--- config.mk ---
export PLATFORM = sky130hd
export DESIGN_NAME = reg_shift_seq
export DESIGN_NICKNAME = d
export VERILOG_FILES = /design/src/rtl/reg_shift_seq.sv
export SDC_FILE = /design/constraint.sdc
export NUM_CORES = 1
export LEC_CHECK = 0
export BUFFER_PORTS_ARGS = -buffer_cell sky130_fd_sc_hd__buf_2
export CAP_MARGIN = 0
export CORE_MARGIN = 5
export CORE_UTILIZATION = 55
export CTS_CLUSTER_DIAMETER = 80
export DETAILED_ROUTE_END_ITERATION = 6
export PLACE_DENSITY = 0.85
export SLEW_MARGIN = 20
export SYNTH_ARGS = -nofsm -noshare
export SYNTH_HDL_FRONTEND = slang
export SYNTH_SLANG_ARGS = --single-unit
--- constraint.sdc ---
create_clock -name clk -period 3.97 [get_ports clk]
set_clock_uncertainty 0.05 [all_clocks]
set_input_delay 0.397 -clock clk [delete_from_list [all_inputs] [get_ports clk]]
set_output_delay 0.397 -clock clk [all_outputs]
set_load 0.05 [all_outputs]
--- src/rtl/reg_shift_seq.sv ---
// Multi-cycle ARM register-amount shifter: produces Val2 and shifter carry-out
// one bit per cycle while the pipeline is held on busy.
module reg_shift_seq #(
    parameter int REGISTER_LEN = 32
) (
    input  logic                    clk,
    input  logic                    rst,
    input  logic                    start,
    input  logic                    flush,
    input  logic [REGISTER_LEN-1:0] val_rm,
    input  logic [7:0]              rs_val,
    input  logic [1:0]              shift_type,
    input  logic                    carry_in,
    output logic                    busy,
    output logic                    done,
    output logic [REGISTER_LEN-1:0] val2_out,
    output logic                    carry_out
);

    localparam logic [1:0] IDLE  = 2'd0;
    localparam logic [1:0] SHIFT = 2'd1;
    localparam logic [1:0] DONE  = 2'd2;

    localparam logic [1:0] OP_LSL = 2'b00;
    localparam logic [1:0] OP_LSR = 2'b01;
    localparam logic [1:0] OP_ASR = 2'b10;
    localparam logic [1:0] OP_ROR = 2'b11;

    localparam int MSB = REGISTER_LEN - 1;

    logic [1:0]              state;
    logic [1:0]              op_q;
    logic [5:0]              cnt;
    logic [REGISTER_LEN-1:0] w;
    logic                    c;

    logic [5:0]              load_cnt;
    logic                    load_c;
    logic [REGISTER_LEN-1:0] step_w;
    logic                    step_c;

    // Clamp the amount so that over-range shifts land on ARM results naturally:
    // 33 LSL/LSR steps clear value and carry, 32 ASR steps saturate to sign.
    always_comb begin
        load_cnt = 6'd0;
        load_c   = carry_in;
        case (shift_type)
            OP_LSL, OP_LSR: load_cnt = (rs_val > 8'd33) ? 6'd33 : rs_val[5:0];
            OP_ASR:         load_cnt = (rs_val > 8'd32) ? 6'd32 : rs_val[5:0];
            default: begin
                load_cnt = {1'b0, rs_val[4:0]};
                // Rotate by a non-zero multiple of 32: value unchanged, carry = bit 31.
                if (rs_val != 8'd0 && rs_val[4:0] == 5'd0)
                    load_c = val_rm[MSB];
            end
        endcase
    end

    always_comb begin
        step_w = w;
        step_c = c;
        case (op_q)
            OP_LSL: begin
                step_c = w[MSB];
                step_w = {w[MSB-1:0], 1'b0};
            end
            OP_LSR: begin
                step_c = w[0];
                step_w = {1'b0, w[MSB:1]};
            end
            OP_ASR: begin
                step_c = w[0];
                step_w = {w[MSB], w[MSB:1]};
            end
            default: begin
                step_c = w[0];
                step_w = {w[0], w[MSB:1]};
            end
        endcase
    end

    always_ff @(posedge clk or negedge rst) begin
        if (!rst) begin
            state <= IDLE;
            op_q  <= OP_LSL;
            cnt   <= 6'd0;
            w     <= '0;
            c     <= 1'b0;
        end else begin
            case (state)
                IDLE: begin
                    if (start && !flush) begin
                        op_q  <= shift_type;
                        cnt   <= load_cnt;
                        w     <= val_rm;
                        c     <= load_c;
                        state <= (load_cnt != 6'd0) ? SHIFT : DONE;
                    end
                end
                SHIFT: begin
                    if (flush) begin
                        state <= IDLE;
                    end else begin
                        w   <= step_w;
                        c   <= step_c;
                        cnt <= cnt - 6'd1;
                        if (cnt == 6'd1)
                            state <= DONE;
                    end
                end
                DONE: state <= IDLE;
                default: state <= IDLE;
            endcase
        end
    end

    assign busy      = (state != IDLE);
    assign done      = (state == DONE);
    assign val2_out  = w;
    assign carry_out = c;

endmodule

==> metrics.md, run 1 <==
| Metric | Value |
|---|---|
| Routed WL | 6.09 mm |
| # nets final | 380 |
| Drt drc | 0 |
| Dpl hpwl | 4.28 mm |
| Slew Viols, Final | 0 |
| H-tree depth | 2 |
| Final hold violation count | 0 |
| Die X | 78.2 um |
| Post-layout util | 0.693 |
| Pre-antenna DRT Iters | 4 |
| Status | complete, no violations |
| Pwr/cell area | 562 nW/um^2 |
| Commonest cells after routing, fill and taps aside | 81 x buf_2, 43 x dfrtp_1, 40 x nor2_1 |
| Worst-path fanout max | 43 |
| TritonCTS clock tree | built |
| Cells after Synth | roughly 260 |
| End of the worst register-to-register path | op_q[1]$_DFFE_PN0P_ |
| Area delta synth->final | 20.5% |
| FFs w/ async S/R, synth | 1.00 |
| Final WS setup | 1.68 ns |
| Pleak | roughly 1.6 nW |
| Warnings, synthesis | 0 |
| Iter 0 DRT Violations | 80 |
| Peak Freq | 437 MHz |
| Flop2flop setup slack | 1.68 ns |
| Synth Register Bits | 43 |
| Share of the synthesized area in the top cell type | 0.421 |
| Syn Nets | 310 |
| Worst path max stage delay | 0.77 ns |
| Main area contributors after synthesis | dfrtp_1 42%, mux2i_1 13%, a211oi_1 9.7%, a21o_1 8.8%, nor2_1 5.9% |
| GRT overflow | 0 |
| Unrepaired setup endpoints after global routing | false |
| Slew headroom | 0.351 |
| Via count | 2260 |
| Number of synthesized flops with an enable pin | 0 |
| Vias in the first global route | approximately 2100 |
| Slowest-stage cell, CP | or3_2 |
| Crit path buffers/inverters | 0 |
| Crit path capture | op_q[1]$_DFFE_PN0P_ |
| R2r worst-path depth | 4 |
| Worst Setup SP | state[0]$_DFFE_PN0P_ |
| Setup CP Type | reg2reg |
| Predominant post-synthesis flop cell | dfrtp_1 |
| Synth Cell Area | 2560 um^2 |
| Final ANT Viol Nets | 0 |
| Distinct cell type count after synthesis | 40 |
| Resized cells post-CTS | 0 |
| Initial Util | 0.575 |
| Root buffer cell | clkbuf_8 |
| Initial antenna violation count | 0 |
| Max Buffers Root-to-Sink | 2 |
| CP delay by family, top | simple AND/OR/NAND/NOR gates |
| Post-CTS Setup Repair Bufs | 0 |
| CP endpoint kind | flip-flop |
| Clk sinks | 43 |
| Final setup viols | 0 |
| Critical path depth | 4 |
| Antenna Cells | 0 |
| Vias per Instance | 5.89 |
| Num CTS Buffers | 5 |
| Worst Path Arrival | 2.42 ns |
| Setup WS pre-CTS | 1.69 ns |
| Clock-pin slew on the worst setup and hold paths | about 0.080 ns |
| Hold-fix buffers, CTS | 0 |
| Mean area per synthesized cell | 9.79 um^2 |
| Synth area leader | dfrtp_1 |
| Rows | 24 |
| Layout cell share with drive strength beyond 1 | 0.310 |
| Largest net degree at the start of global routing | 67 |
| Power, Total | 0.00173 W |
| Hold WC Path Type | in2async |
| # fillers | 343 |
| Sum Neg Setup Slack | 0 ns |
| IO buf count | 81 |
| WL/cell | 15.9 um |
| Ports | 82 |
| GPL Wtd Cong | between 0.8 and 0.9 |
| Final Cycle Share | 0.577 |
| Critical path startpoint category | flip-flop |
| Sequential cell area fraction in the yosys report | 0.421 |
| Worst-Margin Slew | 0.973 ns |
| Worst vdd ir | between 0.0003 and 0.0004 V |
| Max-Cap Viols | 0 |
| CP required | 4.10 ns |
| Total die area | 6110 um^2 |
| Overall Global Routing Usage | 0.199 |
| Most frequent CP cell | nor2_1 |
| FF-to-FF Start | state[0]$_DFFE_PN0P_ |
| First-pass GRT wire length | 9.96 mm |
| Clock latency on the worst-skew pair | 0.30 ns |
| Total core area | 4440 um^2 |
| Fin crit period | about 2.3 ns |
| Commonest non-fill, non-tap cell in the layout | buf_2 |
| Die height | 78.2 um |
| CP Cell Sequence | nor2_1 -> or3_2 -> nor2_1 -> mux2_2 |
layout make-up:
type	instances	area (um^2)	area share
multi-input combinational	192	1380	0.447
tap	52	65.1	0.0211
sequential	43	1080	0.349
timing repair buffer	83	440	0.143
inverter	6	22.5	0.00731
clock buffer	8	100	0.0325
state kept, by name (all words and copies together) (netlist names):
| signal | cells |
|---|---|
| carry_out | 1 |
| cnt | 6 |
| op_q | 2 |
| state | 2 |
| val2_out | 32 |
worst min path at each step:
stage,from,end,slack (ns),cells after the start
after detailed placement,val2_out[25]$_DFFE_PN0P_,val2_out[25]$_DFFE_PN0P_,0.47,1
after global routing,rst,val2_out[21]$_DFFE_PN0P_,0.28,1
after CTS,rst,val2_out[21]$_DFFE_PN0P_,0.24,1
after global placement,val2_out[8]$_DFFE_PN0P_,val2_out[8]$_DFFE_PN0P_,0.47,1
after floorplan,rst,carry_out$_DFFE_PN0P_,0.05,0
final,rst,val2_out[21]$_DFFE_PN0P_,0.20,1
logic make-up (layout without fill, tap and decap cells):
logic type | Yosys count | after routing | synth area share
buf+inv | 26 | 97 | 0.0445
flops | 43 | 43 | 0.421
compound gates | 85 | 85 | 0.253
simple gates | 70 | 70 | 0.134
mux | 35 | 35 | 0.139
fa+ha+maj | 2 | 2 | 0.00979
synthesized netlist by cell type (2+ instances only):
cell type  number
a21o_1         30
nand2_1         8
nand3_1         2
a21oi_1         3
nand3b_1        2
a31oi_1         2
nor3_1          2
inv_1           6
ha_1            2
nor2_1         40
clkbuf_1        8
dfrtp_1        43
or3_1           3
mux2i_1        32
o21ai_0         4
buf_2          10
a211oi_1       33
nand2b_1        3
a22oi_1         2
nor2b_1         2
mux2_2          3
a2bb2oi_1       3
per-stage QoR:
stage          std cells  hold slack (ns)  instance area, um^2
3_3_place_gp         375            0.466                 2950
2_1_floorplan        261           0.0514                 2560
5_1_grt              384            0.278                 3080
4_1_cts              383            0.239                 3050
6_report             384            0.204                 3080
3_5_place_dp         375            0.468                 2950
routing by layer:
metal,up-vias,wire length [um],part of all wire,GRT usage
met5,-,0,0,0
met4,0,69,0.011,0.0542
met3,7,352,0.058,0.0538
met2,64,2860,0.47,0.320
met1,1090,2810,0.46,0.268
li1,1099,-,-,-
power breakdown:
| part | switching [W] | internal, W |
|---|---|---|
| sequential | 0.000113 | 0.000537 |
| combinational | 0.000516 | 0.000259 |
| clock | 0.000148 | 0.000159 |
| total | 0.000776 | 0.000954 |
Power figures use the tool's default switching activity.
==> inputs of run 2 (changes only) <==
--- a/config.mk
+++ b/config.mk
@@ -8,10 +8,10 @@
 export BUFFER_PORTS_ARGS = -buffer_cell sky130_fd_sc_hd__buf_2
 export CAP_MARGIN = 0
 export CORE_MARGIN = 5
-export CORE_UTILIZATION = 55
+export CORE_UTILIZATION = 51
 export CTS_CLUSTER_DIAMETER = 80
 export DETAILED_ROUTE_END_ITERATION = 6
-export PLACE_DENSITY = 0.85
+export PLACE_DENSITY = 0.8
 export SLEW_MARGIN = 20
 export SYNTH_ARGS = -nofsm -noshare
 export SYNTH_HDL_FRONTEND = slang
==> constraint.sdc (replaced) <==
create_clock -name clk -period 2.3 [get_ports clk]
set_clock_uncertainty 0.05 [all_clocks]
set_input_delay 0.23 -clock clk [delete_from_list [all_inputs] [get_ports clk]]
set_output_delay 0.23 -clock clk [all_outputs]
set_load 0.05 [all_outputs]
==> metrics.md, run 2 (synthesis gave the netlist of run 1 again) <==
| Metric | Value |
|---|---|
| Status | complete, no violations |
| CP required | ~2.4 ns |
| Final hold violation count | 0 |
| Iter 0 DRT Violations | 117 |
| Max Buffers Root-to-Sink | 2 |
| Worst-path fanout max | 11 |
| Worst-Margin Slew | 0.595 ns |
| Hold WC Path Type | in2reg |
| CP Cell Sequence | nor2_1 -> or3_2 -> nor2_1 -> mux2_2 |
| Multi-input logic area | 1370 um^2 |
| IO buf count | 81 |
| Clk sinks | 43 |
| Pre-antenna DRT Iters | 4 |
| # fillers | between 300 and 400 |
| Initial Util | 0.534 |
| Setup CP Type | reg2reg |
| Worst path max stage delay | around 0.50 ns |
| Most frequent CP cell | nor2_1 |
| Initial antenna violation count | 0 |
| Unrepaired setup endpoints after global routing | false |
| Area delta synth->final | 22.3% |
| Commonest cells after routing, fill and taps aside | 81 x buf_2, 43 x dfrtp_1, 40 x nor2_1 |
| Rows | 25 |
| Slowest-stage cell, CP | dfrtp_1 |
| Fin crit period | ~1.9 ns |
| Slew Viols, Final | 0 |
| Ports | 82 |
| Critical path depth | 4 |
| Resized cells post-CTS | 0 |
| Sum Neg Setup Slack | 0 ns |
| GRT overflow | 0 |
| Dpl hpwl | ~4.4 mm |
| Die height | 80.8 um |
| Crit path buffers/inverters | 0 |
| Final ANT Viol Nets | 0 |
| Worst Hold Depth | 2 |
| Total core area | 4790 um^2 |
| Critical path startpoint category | flip-flop |
| Largest net degree at the start of global routing | 46 |
| H-tree depth | 2 |
| Clock latency on the worst-skew pair | about 0.30 ns |
| Layout cell share with drive strength beyond 1 | 0.322 |
| R2r worst-path depth | 4 |
| Vias in the first global route | 2170 |
| Final setup viols | 0 |
| Clock-pin slew on the worst setup and hold paths | 0.08 ns |
| Peak Freq | 523 MHz |
| Pwr/cell area | 941 nW/um^2 |
| TritonCTS clock tree | built |
| Drt drc | 0 |
| Post-layout util | 0.653 |
| Max reg flops | 32 |
| Num CTS Buffers | 5 |
| CP endpoint kind | flip-flop |
| Final Cycle Share | 0.832 |
| Worst Path Arrival | around 2 ns |
| Pleak | ~1.6 nW |
| Total die area | 6530 um^2 |
| Via count | 2271 |
| Commonest non-fill, non-tap cell in the layout | buf_2 |
| Antenna Cells | 0 |
| Die X | 80.8 um |
| Vias per Instance | 5.61 |
| Routed WL | 6.05 mm |
| GPL Wtd Cong | 0.868 |
| Slew headroom | 0.603 |
| Root buffer cell | clkbuf_8 |
| Max-Cap Viols | 0 |
| WL/cell | 14.9 um |
| CP delay by family, top | simple AND/OR/NAND/NOR gates |
| Worst vdd ir | 0.000712 V |
| Register Area | 1080 um^2 |
| # nets final | 386 |
| First-pass GRT wire length | 10.0 mm |
| Overall Global Routing Usage | 0.196 |
==> run 2: cell types whose count changed in the layout (fill, tap and decap cells not counted), sizes merged <==
| cell | change |
|---|---|
| dlygate4sd3 | +1 |
| clkinv | +1 |
| clkbuf | -3 |
| clkinvlp | +2 |
| buf | +5 |
==> run 2: final timing paths <==
check | start | slack (ns) | endpoint
worst min-delay path | flush | 0.12 | state[1]$_DFFE_PN0P_
min in group asynchronous | rst | 0.42 | val2_out[21]$_DFFE_PN0P_
max in group asynchronous | rst | 1.21 | val2_out[11]$_DFFE_PN0P_
worst max-delay path | state[0]$_DFFE_PN0P_ | 0.39 | op_q[0]$_DFFE_PN0P_
worst max register to register | state[0]$_DFFE_PN0P_ | 0.39 | op_q[0]$_DFFE_PN0P_
worst min register to register | val2_out[8]$_DFFE_PN0P_ | 0.49 | val2_out[8]$_DFFE_PN0P_
==> run 2: power breakdown <==
part	switching, W	leakage (nW)	total [W]	internal, W
combinational	0.000891	1.02	0.00134	0.000448
sequential	0.000199	0.526	0.00113	0.000927
clock	0.000267	0.0402	0.000478	0.000211
total	0.00136	1.58	0.00294	0.00159
==> run 2: per-layer routing <==
layer | GRT usage | share of wire | up-vias
met5 | 0 | 0 | -
met4 | 0.0524 | 0.0074 | 0
met3 | 0.0477 | 0.063 | 6
met2 | 0.323 | 0.48 | 63
met1 | 0.259 | 0.45 | 1088
li1 | - | - | 1114
==> run 2: final cells by class <==
class / instances / area share
multi-input combinational: 192 / 0.440
tap: 67 / 0.0268
clock buffer: 5 / 0.0220
inverter: 6 / 0.00721
timing repair buffer: 89 / 0.154
sequential: 43 / 0.344
clock inverter: 3 / 0.00641
==> run 2: stage by stage <==
stage / total power (W) / hold slack [ns] / area [um^2] / instances / setup slack (ns)
finish: 0.00294 / 0.118 / 3130 / 405 / 0.386
CTS: 0.00296 / 0.108 / 3130 / 405 / 0.384
floorplan: 0.00212 / -0.116 / 2560 / 261 / 0.644
detailed placement: 0.00248 / 0.219 / 3030 / 396 / 0.441
global route: 0.00312 / 0.116 / 3130 / 405 / 0.272
global placement: 0.00245 / 0.219 / 3030 / 396 / 0.480
==> run 2: what timing repair did <==
action / 4_1_cts / 5_1_grt
hold endpoints to repair: 24 / 0
setup buffers: 0 / 0
hold buffers: 1 / 0
==> inputs of run 3 (changes only) <==
==> constraint.sdc (replaced) <==
create_clock -name clk -period 1.9 [get_ports clk]
set_clock_uncertainty 0.05 [all_clocks]
set_input_delay 0.19 -clock clk [delete_from_list [all_inputs] [get_ports clk]]
set_output_delay 0.19 -clock clk [all_outputs]
set_load 0.05 [all_outputs]
==> metrics.md, run 3 (synthesis gave the netlist of run 1 again) <==
| Metric | Value |
|---|---|
| Max Buffers Root-to-Sink | 2 |
| Iter 0 DRT Violations | 113 |
| Worst hold slack | 0.0733 ns |
| Final Cycle Share | 0.891 |
| H-tree depth | 2 |
| Largest net degree at the start of global routing | 42 |
| Fin crit period | between 1.5 and 2 ns |
| Critical path startpoint category | flip-flop |
| Clock-pin slew on the worst setup and hold paths | around 0.08 ns |
| Initial antenna violation count | 0 |
| IO buf count | 81 |
| Area delta synth->final | 24.1% |
| Worst-Margin Slew | 0.499 ns |
| Worst-path fanout max | 4 |
| First-pass GRT wire length | 10.6 mm |
| Setup CP Type | reg2reg |
| Commonest cells after routing, fill and taps aside | 81 x buf_2, 43 x dfrtp_1, 40 x nor2_1 |
| Total die area | around 6500 um^2 |
| Dpl hpwl | 4.61 mm |
| Pre-antenna DRT Iters | 6 |
| Power, Total | 0.00364 W |
| Peak Freq | 590 MHz |
| GPL Wtd Cong | 0.866 |
| Die height | 80.8 um |
| Vias per Instance | 5.56 |
| Max-Cap Viols | 0 |
| Hold WC Path Type | in2reg |
| Vias in the first global route | 2233 |
| Drt drc | 0 |
| Worst vdd ir | 0.000645 V |
| Clk sinks | 43 |
| Layout cell share with drive strength beyond 1 | 0.326 |
| Routed WL | 6.21 mm |
| Root buffer cell | clkbuf_8 |
| Rows | 25 |
| TritonCTS clock tree | built |
| Status | complete, no violations |
| Final setup viols | 0 |
| Pleak | about 1.6 nW |
| GRT overflow | 0 |
| CP required | ~2 ns |
| Max reg flops | 32 |
| Fin cells | 408 |
| Via count | about 2300 |
| Overall Global Routing Usage | 0.206 |
| Pwr/cell area | 1150 nW/um^2 |
| Clock latency on the worst-skew pair | approximately 0.30 ns |
| Ports | 82 |
| Final hold violation count | 0 |
| Placed Cells | around 400 |
| Die X | between 80 and 90 um |
| Final ANT Viol Nets | 0 |
| Total core area | 4790 um^2 |
| Num CTS Buffers | 5 |
| Sum Neg Setup Slack | 0 ns |
| Worst Path Arrival | 1.83 ns |
| WL/cell | 15.2 um |
| Slew Viols, Final | 0 |
| Antenna Cells | 0 |
| Unrepaired setup endpoints after global routing | false |
| Slew headroom | 0.667 |
| Commonest non-fill, non-tap cell in the layout | buf_2 |
| CP endpoint kind | flip-flop |
| # nets final | 389 |
| Initial Util | 0.534 |
==> run 3: repair_timing <==
action | in CTS | in global routing
hold buffers | 1 | 0
endpoints found under the hold margin | 19 | 0
setup endpoints to repair | 0 | 0
gates resized for setup | 0 | 0
setup buffers | 0 | 0
==> run 3: power breakdown <==
group | switching (W) | internal, W
Combinational | 0.00109 | 0.000556
Clock | 0.000308 | 0.000332
Sequential | 0.000235 | 0.00112
==> run 3: critical path, stage by stage (launching register included) <==
cell and delay (ns):
dfrtp_1 0.40, or3_2 0.52, nor2_1 0.25, mux2_2 0.37
==> run 3: final timing paths <==
path / cells past startpoint / to / from / slack (ns)
max: 3 / op_q[1]$_DFFE_PN0P_ / state[1]$_DFFE_PN0P_ / 0.21
min reg2reg: 1 / val2_out[25]$_DFFE_PN0P_ / val2_out[25]$_DFFE_PN0P_ / 0.48
max reg2reg: 3 / op_q[1]$_DFFE_PN0P_ / state[1]$_DFFE_PN0P_ / 0.21
min in group asynchronous: 2 / op_q[0]$_DFFE_PN0P_ / rst / 0.35
min: 2 / state[1]$_DFFE_PN0P_ / flush / 0.07
max in group asynchronous: 3 / cnt[1]$_DFFE_PN0P_ / rst / 0.95
==> run 3: area by class of cell <==
class | instances | area [um^2]
Fill cell | 403 | 1610
Multi-Input combinational cell | 192 | 1370
Sequential cell | 43 | 1080
Timing Repair Buffer | 92 | 515
Clock buffer | 8 | 100
Tap cell | 67 | 83.8
Inverter | 6 | 22.5
==> run 3: per-layer routing <==
metal  global-route usage  share of wire  vias to the layer above  wire [um]
met1                0.281           0.46                     1082       2840
met2                0.325           0.47                       60       2930
li1                     -              -                     1117          -
met5                    0              0                        -          0
met3               0.0443          0.055                        9        340
met4               0.0726          0.016                        0        100
==> run 3: through the flow <==
stage | util | cell area [um^2] | setup WS, ns
after detailed placement | 0.640 | 3060 | 0.198
after CTS | 0.663 | 3170 | 0.196
after global placement | 0.640 | 3060 | 0.257
after floorplan | - | 2560 | 0.244
final | 0.663 | 3170 | 0.206
after global routing | 0.663 | 3170 | 0.111
